File: config.mk
export PLATFORM = sky130hd
export DESIGN_NAME = lcd_nibble_writer
export DESIGN_NICKNAME = d
export VERILOG_FILES = /design/src/rtl/lcd_nibble_writer.sv
export SDC_FILE = /design/constraint.sdc
export NUM_CORES = 1
export LEC_CHECK = 0
export CORE_MARGIN = 2
export CORE_UTILIZATION = 25
export CTS_CLUSTER_DIAMETER = 120
export DETAILED_ROUTE_END_ITERATION = 7
export PLACE_DENSITY_LB_ADDON = 0.15
export SYNTH_ARGS = -nofsm -noshare
export SYNTH_HDL_FRONTEND = slang
export SYNTH_SLANG_ARGS = --single-unit
File: constraint.sdc
create_clock -name refclk -period 2.6 [get_ports refclk]
set_input_delay 0.39 -clock refclk [delete_from_list [all_inputs] [get_ports refclk]]
set_output_delay 0.39 -clock refclk [all_outputs]
set_load 0.02 [all_outputs]
File: src/rtl/lcd_nibble_writer.sv
// Byte-to-nibble writer for a 4-bit HD44780-style LCD: power-up init, E strobe
// timing and execution delays, behind a valid/ready byte interface.
module lcd_nibble_writer #(
    parameter int SETUP_CYC = 1,
    parameter int E_CYC     = 1,
    parameter int HOLD_CYC  = 1,
    parameter int EXEC_CYC  = 80,
    parameter int SLOW_CYC  = 3200,
    parameter int PWRUP_CYC = 80000,
    parameter int INIT1_CYC = 8200,
    parameter int INIT2_CYC = 200,
    parameter int INIT_EN   = 1
) (
    input  logic       refclk,
    input  logic       nreset,
    input  logic [7:0] din,
    input  logic       din_rs,
    input  logic       din_valid,
    output logic       din_ready,
    output logic       init_done,
    output logic [3:0] lcd_data,
    output logic       lcd_rs,
    output logic       lcd_e
);

    function automatic int max2(input int a, input int b);
        return (a > b) ? a : b;
    endfunction

    localparam int MAXD = max2(max2(max2(SETUP_CYC, E_CYC), max2(HOLD_CYC, EXEC_CYC)),
                               max2(max2(SLOW_CYC, PWRUP_CYC), max2(INIT1_CYC, INIT2_CYC)));
    localparam int CW = $clog2(MAXD + 1);

    // Every phase loads N-1 on entry and leaves on the edge after the count hits zero.
    localparam logic [CW-1:0] L_SETUP = CW'(SETUP_CYC - 1);
    localparam logic [CW-1:0] L_E     = CW'(E_CYC - 1);
    localparam logic [CW-1:0] L_HOLD  = CW'(HOLD_CYC - 1);
    localparam logic [CW-1:0] L_EXEC  = CW'(EXEC_CYC - 1);
    localparam logic [CW-1:0] L_SLOW  = CW'(SLOW_CYC - 1);
    localparam logic [CW-1:0] L_PWRUP = CW'(PWRUP_CYC - 1);
    localparam logic [CW-1:0] L_INIT1 = CW'(INIT1_CYC - 1);
    localparam logic [CW-1:0] L_INIT2 = CW'(INIT2_CYC - 1);

    localparam logic [2:0] PWRUP     = 3'd0;
    localparam logic [2:0] INIT_NIB  = 3'd1;
    localparam logic [2:0] INIT_WAIT = 3'd2;
    localparam logic [2:0] IDLE      = 3'd3;
    localparam logic [2:0] SETUP     = 3'd4;
    localparam logic [2:0] EHIGH     = 3'd5;
    localparam logic [2:0] HOLD      = 3'd6;
    localparam logic [2:0] EXEC      = 3'd7;

    logic [2:0]    state_q, state_d;
    logic [CW-1:0] cnt_q, cnt_d;
    logic [7:0]    byte_q, byte_d;
    logic          brs_q, brs_d;
    logic          lo_q, lo_d;
    logic [1:0]    nib_idx_q, nib_idx_d;
    logic          init_done_q, init_done_d;
    logic [3:0]    lcd_data_q, lcd_data_d;
    logic          lcd_rs_q, lcd_rs_d;
    logic          lcd_e_q, lcd_e_d;

    logic          last;
    logic          accept;
    logic          slow_cmd;
    logic [CW-1:0] init_wait;

    assign last     = (cnt_q == '0);
    // Ready in the final EXEC cycle too, so a held byte is taken on the edge EXEC ends.
    assign din_ready = (state_q == IDLE) || ((state_q == EXEC) && last);
    assign accept   = din_valid && din_ready;
    assign slow_cmd = !brs_q && ((byte_q == 8'h01) || (byte_q == 8'h02) || (byte_q == 8'h03));

    assign init_done = init_done_q;
    assign lcd_data  = lcd_data_q;
    assign lcd_rs    = lcd_rs_q;
    assign lcd_e     = lcd_e_q;

    always_comb begin
        init_wait = L_EXEC;
        case (nib_idx_q)
            2'd0:    init_wait = L_INIT1;
            2'd1:    init_wait = L_INIT2;
            default: init_wait = L_EXEC;
        endcase
    end

    always_comb begin
        state_d     = state_q;
        cnt_d       = cnt_q;
        byte_d      = byte_q;
        brs_d       = brs_q;
        lo_d        = lo_q;
        nib_idx_d   = nib_idx_q;
        init_done_d = init_done_q;
        lcd_data_d  = lcd_data_q;
        lcd_rs_d    = lcd_rs_q;
        lcd_e_d     = lcd_e_q;

        case (state_q)
            PWRUP: begin
                if (INIT_EN == 0) begin
                    state_d     = IDLE;
                    init_done_d = 1'b1;
                end else if (last) begin
                    state_d = INIT_NIB;
                end else begin
                    cnt_d = cnt_q - CW'(1);
                end
            end
            INIT_NIB: begin
                state_d    = SETUP;
                cnt_d      = L_SETUP;
                nib_idx_d  = 2'd0;
                lcd_data_d = 4'h3;
                lcd_rs_d   = 1'b0;
            end
            INIT_WAIT: begin
                if (!last) begin
                    cnt_d = cnt_q - CW'(1);
                end else if (nib_idx_q == 2'd3) begin
                    state_d     = IDLE;
                    init_done_d = 1'b1;
                end else begin
                    state_d    = SETUP;
                    cnt_d      = L_SETUP;
                    nib_idx_d  = nib_idx_q + 2'd1;
                    lcd_data_d = (nib_idx_q == 2'd2) ? 4'h2 : 4'h3;
                    lcd_rs_d   = 1'b0;
                end
            end
            SETUP: begin
                if (last) begin
                    state_d = EHIGH;
                    cnt_d   = L_E;
                    lcd_e_d = 1'b1;
                end else begin
                    cnt_d = cnt_q - CW'(1);
                end
            end
            EHIGH: begin
                if (last) begin
                    state_d = HOLD;
                    cnt_d   = L_HOLD;
                    lcd_e_d = 1'b0;
                end else begin
                    cnt_d = cnt_q - CW'(1);
                end
            end
            HOLD: begin
                if (!last) begin
                    cnt_d = cnt_q - CW'(1);
                end else if (!init_done_q) begin
                    state_d = INIT_WAIT;
                    cnt_d   = init_wait;
                end else if (!lo_q) begin
                    state_d    = SETUP;
                    cnt_d      = L_SETUP;
                    lo_d       = 1'b1;
                    lcd_data_d = byte_q[3:0];
                end else begin
                    state_d = EXEC;
                    cnt_d   = slow_cmd ? L_SLOW : L_EXEC;
                end
            end
            IDLE, EXEC: begin
                if (accept) begin
                    state_d    = SETUP;
                    cnt_d      = L_SETUP;
                    byte_d     = din;
                    brs_d      = din_rs;
                    lo_d       = 1'b0;
                    lcd_data_d = din[7:4];
                    lcd_rs_d   = din_rs;
                end else if (state_q == EXEC) begin
                    if (last) state_d = IDLE;
                    else      cnt_d   = cnt_q - CW'(1);
                end
            end
            default: state_d = PWRUP;
        endcase
    end

    always_ff @(posedge refclk or negedge nreset) begin
        if (!nreset) begin
            state_q     <= PWRUP;
            cnt_q       <= L_PWRUP;
            byte_q      <= 8'h00;
            brs_q       <= 1'b0;
            lo_q        <= 1'b0;
            nib_idx_q   <= 2'd0;
            init_done_q <= 1'b0;
            lcd_data_q  <= 4'h0;
            lcd_rs_q    <= 1'b0;
            lcd_e_q     <= 1'b0;
        end else begin
            state_q     <= state_d;
            cnt_q       <= cnt_d;
            byte_q      <= byte_d;
            brs_q       <= brs_d;
            lo_q        <= lo_d;
            nib_idx_q   <= nib_idx_d;
            init_done_q <= init_done_d;
            lcd_data_q  <= lcd_data_d;
            lcd_rs_q    <= lcd_rs_d;
            lcd_e_q     <= lcd_e_d;
        end
    end

endmodule

==> summary.txt <==
Status
  – Status: finished clean

Drt
  – DR top layer: met4
  – Met2 WL: 3.47 mm
  – Post-route DRC: 0
  – WL final: ~7.6 mm
  – Drt initial violations: 119
  – Pre-antenna DRT Iters: 4
  – M1 WL: 3.88 mm
  – Post-DR vias/cell: approximately 5
  – ANT nets after route: 0
  – Total length of routed met3 wires: 240 um
  – Routed len/inst: 17.2 um
  – Via count: 2245

Critical path
  – Startpoint types: flip-flop
  – Critical path capture point type: flip-flop
  – Crit path DAT: 2.62 ns
  – Worst-path maximum fanout: 11
  – CP max stage delay: around 0.37 ns
  – Slowest-stage cell, CP: dfstp_2
  – Crit path top cell by count: buf_4
  – Worst Path Required: 2.79 ns
  – Crit Path Class: reg -> reg
  – CP Cell Sequence: inv_1 > ha_1 > nor3b_4 > buf_4 > nand4b_2 > o21ai_1 > nor3b_2 > buf_4 > mux2_2

Power and ir drop
  – Clock Power Share: a little under a third
  – Seq pwr share: between 50% and 60%
  – Psw: 0.000524 W
  – Peak supply drop: 0.216 mV
  – Leakage power: 1.36 nW
  – Logic pwr share: roughly 17%
  – Internal Power: approximately 0.0012 W
  – Net Sw Frac: 30.7%
  – Pwr/cell area: 540 nW/um^2

Logic synthesis
  – Synthesized area: 2540 sq um
  – Post-synthesis net count: 288
  – Synth cell types: between 60 and 70
  – Syn_area_per_cell: between 9 and 10 sq um
  – Flops & latches, synth: 39
  – Synth top area share: between 20% and 30%
  – Primary FF master, synth: dfrtp_1
  – Largest cells by area after synthesis: dfrtp_1 28%, dfstp_2 11%, ha_1 3.5%
  – Post-Synthesis Cells: 269
  – Post-synth EDFFs: 0
  – Async set or reset register ratio after synthesis: 100%
  – Synth area leader: dfrtp_1
  – Synth Warn #: 0
  – Seq/Total Area, Yosys: 39.0%

CTS
  – Clock Sinks: 39
  – Hold Buf Count CTS: 0
  – Num CTS Buffers: 5
  – Clock Latency Late Sink: roughly 0.3 ns
  – Clk root buf: clkbuf_8
  – H-tree depth: 2
  – CTS tree: yes
  – Worst-path clk slew: 0.09 ns
  – Longest Clk Path Bufs: 2

Timing
  – Unrepaired setup endpoints after global routing: true
  – Final period util: 93.5%
  – Final Skew: approximately 0.011 ns
  – Final Hold Viols: 0
  – Highest Clock Rate: approximately 0.41 GHz
  – Count of final setup violators: 0
  – Final hold slack: 0.228 ns
  – Period minus WS final: 2.43 ns
  – Worst relative slew slack: 37.3%
  – Final-report max-slew violation count: 0
  – Worst slew pin tran: 0.941 ns

Final layout
  – Layout area overhead: 24.3%
  – Final instance area: 3150 sq um
  – Nets@finish: 327
  – # diodes: 0
  – Share of cells above drive strength 1: 22.7%

GRT
  – Largest net degree at the start of global routing: 40
  – GRT overflow: 0
  – Initial antenna violation count: 0
  – GRT Total Usage: 14.5%
  – Vias in the first global route: around 2.3k
  – First-pass GRT wire length: 12.9 mm

Floorplanning
  – Die area: 11000 sq um
  – IO Pins: 20
  – Initial core utilization: between 20 and 30%
  – Standard-cell rows: 36
  – Die H: 105 um
  – Total core area: 9820 sq um
  – Die W: around 100 um

Min path
  – Min-Delay Path Class: in -> async

Placement
  – Port-buffer cells: 19
  – DP HPWL: about 5.7 mm
  – Gpl congestion: about 0.81
  – Cell area after placement: 3010 sq um

Flow run
  – Max Cap Viol: 0
[cell usage after synthesis, drive strengths merged, types with 4 or more instances]
master,n
a31oi,4
or3,5
nor2,18
a211o,4
nand2,17
nor3,13
nand3,10
o21ai,18
buf,5
nor2b,6
ha,7
a21oi,9
and3,5
dfstp,11
dfrtp,28
o22ai,4
mux2,12
mux2i,4
nand2b,7
clkbuf,8
o211ai,5
inv,12
nor4,6
[logic make-up after synthesis]
logic type	count (synthesis)	share of synthesized area, %
and+or+nand+nor	106	25.6
AOI/OAI and AO/OA	74	20.3
DFF	39	39.0
buffers and inverters	25	3.99
muxes	16	6.90
adders and majority gates	7	3.45
xor gates and xnor gates	2	0.690
[per-stage QoR]
stage	TNS, ns	power (W)	util (%)	cells	worst slack [ns]
2_1_floorplan	0	0.00105	-	269	0.238
3_3_place_gp	0	0.00117	30.7	432	0.133
3_5_place_dp	0	0.00117	30.7	432	0.130
4_1_cts	0	0.00170	31.8	440	0.0770
5_1_grt	-0.0219	0.00180	32.1	442	-0.00950
6_report	0	0.00170	32.1	442	0.169
[layer usage]
layer,up-vias,global-route usage [%]
met5,-,0
li1,1090,-
met4,0,3.14
met3,4,2.31
met2,36,23.1
met1,1115,20.7
[critical path, delay by kind of cell, from the launching register on]
family,cells,cell delay (ns)
flip-flops,1,0.37
buffers and inverters,3,0.51
adder cells (fa/ha/maj),1,0.18
AND/OR/NAND/NOR,3,0.67
AO/OA/AOI/OAI,1,0.24
multiplexers,1,0.35
[what timing repair did]
item	CTS	global route
setup buffers	0	2
setup endpoints to repair	1	2
gates resized for setup	1	4
pin swaps	0	2
[cell usage in the layout (no fill, tap or decap), types with 3 or more instances in the layout]
cell / n
or4_1: 3
dfstp_2: 11
or3_1: 3
mux2_1: 6
nand2b_1: 7
nor2b_1: 6
nor3_1: 12
mux2i_1: 4
nor4_1: 3
a31oi_1: 4
dfrtp_1: 28
nand2_1: 17
nand3_1: 9
and3_1: 4
mux2_2: 6
o21ai_0: 16
clkbuf_8: 5
nor2_1: 18
inv_1: 12
a21o_1: 3
o22ai_1: 4
ha_1: 6
a22o_1: 3
a211o_1: 4
a21oi_1: 9
clkdlybuf4s50_1: 17
buf_4: 26
o211ai_1: 5
[cell type report]
type                            count  area [sq um]
Fill cell                        1083          6670
Multi-Input combinational cell    205          1470
Sequential cell                    39           990
Timing Repair Buffer               45           375
Tap cell                          133           166
Clock buffer                        5          68.8
Inverter                           12          45.0
Clock inverter                      3          43.8
[power by group through the flow]
stage / logic, W / registers, W / clock network, W
finish: 0.000296 / 0.000872 / 0.000536
global route: 0.000330 / 0.000891 / 0.000576
CTS: 0.000292 / 0.000871 / 0.000543
detailed placement: 0.000291 / 0.000881 / 0
global placement: 0.000291 / 0.000881 / 0
floorplan: 0.000200 / 0.000853 / 0
[final timing paths]
path,start,to,slack [ns],cells after the start
worst max-delay path,cnt_q[0],byte_q[1],0.17,9
worst min-delay path,nreset,cnt_q[10],0.23,1
worst max register to register,cnt_q[0],byte_q[1],0.17,9
worst min register to register,byte_q[5],byte_q[5],0.49,1
max in group asynchronous,nreset,init_done,1.78,1
min in group refclk,byte_q[5],byte_q[5],0.49,1
[registers in the layout, indices dropped and copies added, names as in the netlist]
| register | flops |
|---|---|
| cnt_q | 17 |
| byte_q | 8 |
| lcd_rs | 1 |
| lcd_e | 1 |
| lo_q | 1 |
| brs_q | 1 |
| lcd_data | 4 |
| init_done | 1 |
| nib_idx_q | 2 |
| state_q | 3 |
No activity file was read; power rests on OpenSTA's default activity.
==> edit, RTL diff (config.mk and constraints unchanged) <==
Change the parameter `INIT2_CYC` from 200 to 100.
--- a/src/rtl/lcd_nibble_writer.sv
+++ b/src/rtl/lcd_nibble_writer.sv
@@ -9,5 +9,5 @@
     parameter int PWRUP_CYC = 80000,
     parameter int INIT1_CYC = 8200,
-    parameter int INIT2_CYC = 200,
+    parameter int INIT2_CYC = 100,
     parameter int INIT_EN   = 1
 ) (
Formal check against the unedited RTL: no difference found for any inputs over 10 cycles, from zero or initial values and one cycle with nreset low; that may be too few to reach the edited logic, so the function may still have changed.
==> edit against the original RTL <==
  * The run now ends with negative setup slack left
  * First-iteration DRC count shrank 30%
  * Global-route usage shrank 0.33 points
  * Setup slack lost 250 ps
  * Wire length shrank 2.2%
  * Synthesized cell count shrank 0.37%
  * Final area grew 4.4%
  * Area after synthesis shrank 0.94%
  * Sequential cell count is the same
Power is not compared: it rests on default switching activity, and its combinational part moved more than twofold at a synthesized area within 25%.
==> edit: results (changes against the original RTL) <==
| Metric | Value |
|---|---|
| Status | complete, but fails checks |
| Failing checks | negative setup slack |
| Final weighted congestion in routability-driven placement | 0.794 (-1.8%) |
| Final nets | 341 (+4.3%) |
| Synth area leaders | dfrtp_1 28%, dfstp_2 11%, mux2_2 6.3%, ha_1 4.0%, o21ai_0 3.6% |
| Syn Inst Count | 268 (-0.37%) |
| Fin Clk Skew | 7.75 ps (-2.78 ps) |
| Leakage power | 1.36 nW |
| Worst-path maximum fanout | 2 (-9) |
| Post-Place Cells | 445 (+3.0%) |
| Yosys warns | 0 (unchanged) |
| Post-synth EDFFs | 0 (unchanged) |
| Setup TNS | -153 ps (-153 ps) |
| VDD IR-drop max | 0.000273 V |
| Wire length per cell | 16.4 um (-5.0%) |
| Hold WC Path Type | input pin to async pin |
| Synth top cells by count | 28 x dfrtp_1, 18 x o21ai_0, 17 x nor2_1, 15 x a21oi_1, 14 x mux2_2 |
| Initial antenna violation count | 0 (unchanged) |
| DRT iter0 DRCs | 83 (-30%) |
| Sequential share of the synthesized area | 39.4% (+0.37 points) |
| DRT Pass-1 Iters | 4 (unchanged) |
| Post-synthesis cell type count | 59 (-12%) |
| Crit path arrival time | 2290 ps (-330 ps) |
| Clk buf depth | 2 (unchanged) |
| Vias in the first global route | 2360 (+1.5%) |
| Clk pin slew, worst setup/hold paths | 90 ps (about the same) |
| Number of fill cells | 1033 (-4.6%) |
| Port Buffers | 19 (unchanged) |
| Fraction of registers with async set/reset | 100% (unchanged) |
| Vias per inst | 5.09 (+0.17%) |
| Number of CTS-inserted buffers | 5 (unchanged) |
| Non-Filler Instances | 455 (+2.9%) |
| Setup ws final | -78.5 ps (-248 ps) |
| Max FFs per register | 17 (unchanged) |
| First-pass GRT wire length | 12500 um (-3.3%) |
| Slew margin rel. | 38.1% (+0.80 points) |
| Antenna cell count | 0 (unchanged) |
| Clock Latency Late Sink | 300 ps (about the same) |
| DP Area | 0.00312 mm^2 (+3.4%) |
| Most used DFF post-synth | dfrtp_1 |
| Mapped Nets | 288 (unchanged) |
| Gr usage total | 14.2% (-0.33 points) |
| Clock tree from TritonCTS | yes |
| DP Wirelength | 5570 um (-1.6%) |
| Layout cell share with drive strength beyond 1 | 27.0% (+4.4 points) |
| Setup-failing EPs final | 3 (+3) |
[edit: critical path, cell delays in order (launching register included)]
cell     delay (ps)
dfrtp_1         380
or4_4           530
or4_4           460
buf_4           160
o21ai_2         130
and3_1          180
buf_4           140
[edit: where the power goes]
| group | internal [mW] | switching [mW] | leakage, nW | total, mW |
|---|---|---|---|---|
| combinational | 0.0143 | 0.0163 | 0.818 | 0.0306 |
| sequential | 0.607 | 0 | 0.478 | 0.607 |
| clock | 0.383 | 0.247 | 0.0644 | 0.630 |
[edit: layout make-up]
| class | count | area (um^2) | share of cell area [%] |
|---|---|---|---|
| Sequential cell | 39 | 990 | 30.1 |
| Inverter | 10 | 40.0 | 1.22 |
| Timing Repair Buffer | 60 | 518 | 15.7 |
| Clock inverter | 3 | 67.6 | 2.05 |
| Tap cell | 133 | 166 | 5.05 |
| Clock buffer | 5 | 68.8 | 2.09 |
| Multi-Input combinational cell | 205 | 1440 | 43.8 |
[edit: logic make-up after synthesis]
logic type                 Yosys count  synth area share (%)
AOI/OAI and AO/OA                   86                  23.3
xor gates and xnor gates             1                 0.348
adders and majority gates            8                  3.98
buffers and inverters               24                  4.28
muxes                               17                  7.47
and+or+nand+nor                     93                  21.2
DFF                                 39                  39.4
[edit: timing repair]
action / CTS / global route
cloned: 0 / 0
endpoints found under the setup margin: 3 / 8
resized for setup: 8 / 6
buffers inserted: 1 / 1
pin swaps: 0 / 2
[edit: worst paths after layout]
path / to / slack (ps) / cells after the start / startpoint
worst max-delay path: din_ready / -80 / 6 / cnt_q[7]$_DFFE_PN0P_
worst min-delay path: lcd_e$_DFFE_PN0P_ / 220 / 1 / nreset
worst max register to register: cnt_q[0]$_DFFE_PN1P_ / -70 / 10 / cnt_q[7]$_DFFE_PN0P_
worst min register to register: cnt_q[16]$_DFFE_PN1P_ / 470 / 1 / cnt_q[16]$_DFFE_PN1P_
max in group asynchronous: lcd_data[3]$_DFFE_PN0P_ / 1800 / 1 / nreset
min in group refclk: cnt_q[16]$_DFFE_PN1P_ / 470 / 1 / cnt_q[16]$_DFFE_PN1P_
[edit: metal layers]
metal | up-vias | part of all wire, % | track usage, %
met1 | 1144 | 47 | 19.4
met4 | 0 | 1.2 | 4.25
met5 | - | 0 | 0
li1 | 1119 | - | -
met2 | 44 | 47 | 23.1
met3 | 8 | 3.8 | 2.32
[edit: through the flow]
stage | setup WS (ps) | util, %
5_1_grt | -173 | 33.7
3_3_place_gp | -99.8 | 31.9
2_1_floorplan | -259 | -
6_report | -78.5 | 33.7
4_1_cts | -64.8 | 33.4
3_5_place_dp | -102 | 31.9
